`config.mk`:
```
export PLATFORM = sky130hd
export DESIGN_NAME = one_to_n_sync_fifo
export DESIGN_NICKNAME = d
export VERILOG_FILES = /design/src/rtl/fifo_pkg.sv /design/src/rtl/one_to_n_packer.sv /design/src/rtl/one_to_n_sync_fifo.sv
export SDC_FILE = /design/constraint.sdc
export NUM_CORES = 1
export LEC_CHECK = 0
export CAP_MARGIN = 0
export CORE_AREA = 8 8 172 174
export CTS_CLUSTER_SIZE = 24
export DETAILED_ROUTE_END_ITERATION = 7
export DIE_AREA = 0 0 180 182
export HOLD_SLACK_MARGIN = 0.02
export PLACE_DENSITY = 0.69
export SLEW_MARGIN = 10
export SYNTH_ARGS = -nofsm -noshare
export SYNTH_HDL_FRONTEND = slang
export SYNTH_SLANG_ARGS = --single-unit
```
`constraint.sdc`:
```
create_clock -name clk_i -period 5.35 [get_ports clk_i]
set_input_delay 1.07 -clock clk_i [delete_from_list [all_inputs] [get_ports clk_i]]
set_output_delay 1.07 -clock clk_i [all_outputs]
set_load 0.005 [all_outputs]
```
`src/rtl/fifo_pkg.sv`:
```
// Shared sizing helpers for the 1-to-N and N-to-1 lane FIFOs.
package fifo_pkg;

  // Bits needed to index n entries (at least one bit).
  function automatic int unsigned ptr_w(input int unsigned n);
    return (n > 1) ? int'($clog2(n)) : 1;
  endfunction

  // Bits needed to hold a count of 0..depth inclusive.
  function automatic int unsigned cnt_w(input int unsigned depth);
    return int'($clog2(depth + 1));
  endfunction

endpackage

```
`src/rtl/one_to_n_packer.sv`:
```
// Packs a narrow element stream into N-lane words with a lane valid mask.
module one_to_n_packer
  import fifo_pkg::*;
#(
  parameter int unsigned N          = 4,
  parameter int unsigned DATA_WIDTH = 8
) (
  input  logic                         clk_i,
  input  logic                         rst_n_i,
  input  logic [DATA_WIDTH-1:0]        data_i,
  input  logic                         wr_en_i,
  input  logic                         flush_i,
  input  logic                         full_i,
  output logic                         commit_c_o,
  output logic [0:N-1][DATA_WIDTH-1:0] word_c_o,
  output logic [0:N-1]                 mask_c_o,
  output logic                         packing_o
);

  localparam int unsigned LP_W = ptr_w(N);

  typedef enum logic {
    S_IDLE,
    S_FILLING
  } state_e;

  state_e                         state_q;
  logic [LP_W-1:0]                ptr_q;
  logic [0:N-1][DATA_WIDTH-1:0]   accum_q;
  logic [0:N-1]                   mask_q;
  logic [0:N-1][DATA_WIDTH-1:0]   lanes_c;
  logic [0:N-1]                   lmask_c;
  logic                           accept;
  logic                           last_lane;
  logic                           commit;

  assign accept    = wr_en_i & ~full_i;
  assign last_lane = (ptr_q == LP_W'(N - 1));
  // A flush with nothing pending and nothing arriving is a no-op.
  assign commit    = (accept & (last_lane | flush_i))
                   | (flush_i & ~full_i & (mask_q != '0));

  // Word as it will be stored, including an element accepted this cycle.
  always_comb begin
    lanes_c = accum_q;
    lmask_c = mask_q;
    if (accept) begin
      lanes_c[ptr_q] = data_i;
      lmask_c[ptr_q] = 1'b1;
    end
  end

  always_ff @(posedge clk_i or negedge rst_n_i) begin
    if (!rst_n_i) begin
      state_q <= S_IDLE;
      ptr_q   <= '0;
      accum_q <= '0;
      mask_q  <= '0;
    end else if (commit) begin
      state_q <= S_IDLE;
      ptr_q   <= '0;
      accum_q <= '0;
      mask_q  <= '0;
    end else if (accept) begin
      state_q <= S_FILLING;
      ptr_q   <= ptr_q + LP_W'(1);
      accum_q <= lanes_c;
      mask_q  <= lmask_c;
    end
  end

  assign commit_c_o = commit;
  assign word_c_o   = lanes_c;
  assign mask_c_o   = lmask_c;
  assign packing_o  = (state_q == S_FILLING);

endmodule

```
`src/rtl/one_to_n_sync_fifo.sv`:
```
// Width-expanding FIFO: 1-wide writes packed into N-lane words, show-ahead reads.
module one_to_n_sync_fifo
  import fifo_pkg::*;
#(
  parameter int unsigned N          = 4,
  parameter int unsigned DATA_WIDTH = 8,
  parameter int unsigned DEPTH      = 8
) (
  input  logic                         clk_i,
  input  logic                         rst_n_i,
  input  logic [DATA_WIDTH-1:0]        data_i,
  input  logic                         wr_en_i,
  input  logic                         flush_i,
  output logic                         fifo_full_o,
  output logic                         packing_o,
  input  logic                         rd_en_i,
  output logic [0:N-1][DATA_WIDTH-1:0] data_o,
  output logic [0:N-1]                 valid_o,
  output logic                         fifo_empty_o,
  output logic [$clog2(DEPTH+1)-1:0]   count_o
);

  localparam int unsigned PTR_W = ptr_w(DEPTH);
  localparam int unsigned CNT_W = cnt_w(DEPTH);

  typedef struct packed {
    logic [0:N-1][DATA_WIDTH-1:0] lanes;
    logic [0:N-1]                 mask;
  } word_t;

  word_t                        mem_q [DEPTH];
  logic [PTR_W-1:0]             wr_ptr_q, rd_ptr_q;
  logic [CNT_W-1:0]             count_q;
  logic                         full, empty;
  logic                         push, pop;
  logic [0:N-1][DATA_WIDTH-1:0] pk_word;
  logic [0:N-1]                 pk_mask;

  assign full  = (count_q == CNT_W'(DEPTH));
  assign empty = (count_q == '0);
  assign pop   = rd_en_i & ~empty;

  one_to_n_packer #(
    .N          (N),
    .DATA_WIDTH (DATA_WIDTH)
  ) u_packer (
    .clk_i      (clk_i),
    .rst_n_i    (rst_n_i),
    .data_i     (data_i),
    .wr_en_i    (wr_en_i),
    .flush_i    (flush_i),
    .full_i     (full),
    .commit_c_o (push),
    .word_c_o   (pk_word),
    .mask_c_o   (pk_mask),
    .packing_o  (packing_o)
  );

  // Storage needs no reset: reads are masked to zero while empty.
  always_ff @(posedge clk_i) begin
    if (push) begin
      mem_q[wr_ptr_q] <= '{lanes: pk_word, mask: pk_mask};
    end
  end

  always_ff @(posedge clk_i or negedge rst_n_i) begin
    if (!rst_n_i) begin
      wr_ptr_q <= '0;
      rd_ptr_q <= '0;
      count_q  <= '0;
    end else begin
      if (push) wr_ptr_q <= wr_ptr_q + PTR_W'(1);
      if (pop)  rd_ptr_q <= rd_ptr_q + PTR_W'(1);
      if (push && !pop)      count_q <= count_q + CNT_W'(1);
      else if (pop && !push) count_q <= count_q - CNT_W'(1);
    end
  end

  assign fifo_full_o  = full;
  assign fifo_empty_o = empty;
  assign count_o      = count_q;
  assign data_o       = empty ? '0 : mem_q[rd_ptr_q].lanes;
  assign valid_o      = empty ? '0 : mem_q[rd_ptr_q].mask;

endmodule

```
==> qor.yml <==
cells_and_area:
  diodes: 0
  final_nets: 787
  layout-drive-gt1-share_pct: 22.91
  final_core_util_pct: 58.07
  fin_cells: 1131
  syn_to_final_growth_pct: 16.54
  design_area_um2: 15470
  fillers: 1883
clocking:
  clk_path_buf_depth: 3
  h-tree-depth: 2
  post_cts_resized: 0
  cts_hold_buf: 0
  post_cts_buffers: 0
  numCtsBuffers: 35
  clock-root-buffer: "clkbuf_16"
  clock_latency_ns: 0.50
  clkSinkCount: 337
  cts_tree: "built"
  cts.reportedPaths.clkPinSlew_ns: 0.05
global_route:
  grt_pass1_wl_mm: 42.57
  grt_max_degree: 50
  grtUsageTotal_pct: 16.87
  grt_pass1_vias: 7184
  antenna_found_initial: 0
  overflow: 0
synth:
  synth-edff-count: 288
  postSynthCellCount: 687
  seq_area_frac_synth_pct: 74.36
  avgSynthCellArea_um2: 19.33
  synth.most_common_cell: "edfxtp_1"
  synth_top_area_share_pct: 65.13
  ys_ff_latch: 337
  synth.distinct_cells: 45
  synth.cell_area_um2: 13280
  syn-num-nets: 710
  yosys_warnings: 0
  synth_ff_type: "edfxtp_1"
  synth_top_cells_by_count: "288 x edfxtp_1, 72 x mux4_2, 49 x dfrtp_1, 36 x a22o_1, 32 x nand2_1"
  async_flop_share_pct: 14.54
  yosys.area.top_type: "edfxtp_1"
  synthTopCellsByArea: "edfxtp_1 65%, mux4_2 12%, dfrtp_1 9.2%"
routing:
  final_antenna_net_count: 0
  met1Wirelength_mm: 11.26
  routedWlPerCell_um: 24.29
  wl_met3_mm: 1.501
  dr_wl_met2_mm: 14.27
  wl_mm: 27.47
  drc: 0
  via_count: 6692
  top_layer: "met4"
  drt-initial-drc-count: 468
  avgViaCountPerCell: 5.917
  drt-pass1-iter-count: 5
timing:
  setup_viol: 0
  hold_violations: 0
  worst_pin_slew_ns: 0.9730
  fin_crit_ns: 4.060
  slew_headroom_pct: 35.13
  grt_setup_unrepaired: "no"
  timing.final.ws_setup_ns: 1.290
  fin_skew_ns: 0.007700
  max_freq_ghz: 0.2463
  drv_slew: 0
  finalCritPeriodShare_pct: 75.89
placement:
  postPlaceCellArea_um2: 14360
  place_hpwl_mm: 16.40
  numPortBuffers: 55
  place_inst: 1068
  gp_congestion: 0.7710
  dpl_worst_slack_ns: 0.9771
setup_path:
  crit_chain: "buf_4 > mux4_2 > a22o_1 > clkdlybuf4s50_1"
  cp-startpoint: "rd_ptr_q[0]"
  critical_path_class: "flip-flop to output port"
  start_kind: "flip-flop"
  cp.required_ns: 4.28
  crit_family: "buffers and inverters"
  crit_buf_inv: 2
  critPathCaptureType: "output port"
  slowest_delay_ns: 0.70
  critPathMaxFanout: 22
  r2r_start: "count_o[0]"
  critPathArrivalTime_ns: 2.99
  cp_slowest_cell: "dfrtp_4"
hold_path:
  hold_path_class: "flip-flop to flip-flop"
  holdCritStartpoint: "u_packer.accum_q[0]"
status:
  status: "complete, no violations"
die:
  io_pins: 56
  fp-row-count: 60
  initial_core_util_pct: 49.83
  die_h_um: 182
  core-area_um2: 26650
  die_x_um: 180
  die_area_um2: 32760
pwr:
  leakagePower_nw: 5.428
  peakVddDrop_v: 0.0003123
  power.density_nw_per_um2: 585.9
flow_run:
  drv_cap: 0
[state kept, by name, indices dropped and copies added, names as in the netlist]
register	count
mem_q	288
u_packer.accum_q	32
count_o	4
u_packer.mask_q	4
rd_ptr_q	3
wr_ptr_q	3
u_packer.ptr_q	2
u_packer.packing_o	1
[final timing paths]
path,to,cells past startpoint,slack (ns)
hold reg to reg,u_packer.accum_q[0],1,0.49
max in group asynchronous,rd_ptr_q[0],2,4.18
setup reg to reg,count_o[3],10,1.97
setup / recovery,data_o[18],4,1.29
hold / removal,u_packer.accum_q[0],1,0.49
min in group asynchronous,u_packer.packing_o,2,0.67
[cells in the final DEF (no fill, tap or decap), types with 9 or more instances in the layout]
| cell | instances |
|---|---|
| clkbuf_16 | 37 |
| nand2_1 | 32 |
| ha_1 | 9 |
| and2_1 | 12 |
| a22o_1 | 36 |
| nand3_1 | 27 |
| clkdlybuf4s50_1 | 54 |
| mux4_2 | 72 |
| o21ai_0 | 24 |
| dfrtp_1 | 47 |
| clkbuf_1 | 10 |
| edfxtp_1 | 288 |
| a21oi_1 | 28 |
| buf_4 | 23 |
[through the flow]
stage	setup TNS [ns]	total power, mW	hold WS (ns)
after global routing	0	9.497	0.5212
after detailed placement	0	6.863	0.4800
after global placement	0	6.768	0.4691
after floorplan	-69.58	5.557	0.4537
after CTS	0	9.173	0.4957
final	0	9.067	0.4939
[cell type report]
class                      count  area, um^2  share of cell area, %
clock inverter                 9       51.30                 0.3315
tap                          341       426.7                  2.757
multi-input combinational    302        3253                  21.02
sequential                   337        9879                  63.84
clock buffer                  54        1060                  6.848
inverter                       7       26.28                 0.1698
timing repair buffer          81       778.2                  5.029
[kinds of logic after synthesis]
family	Yosys count	share of synthesized area (%)
AO/OA/AOI/OAI	103	5.229
XOR/XNOR	6	0.3957
adder cells (fa/ha/maj)	10	0.9988
buffers and inverters	48	1.687
flip-flops	337	74.36
multiplexers	84	13.45
AND/OR/NAND/NOR	99	3.882
[metal layers]
| layer | track usage, % | vias up |
|---|---|---|
| li1 | - | 2934 |
| met1 | 20.97 | 3513 |
| met2 | 30.04 | 211 |
| met3 | 3.234 | 34 |
| met4 | 4.268 | 0 |
| met5 | 0 | - |
[report_power, final]
part | switching (mW) | internal, mW
logic | 1.48 | 1.49
clock network | 0.934 | 1.37
registers | 0.280 | 3.52
Note: power is estimated with default switching activity, not from simulation.
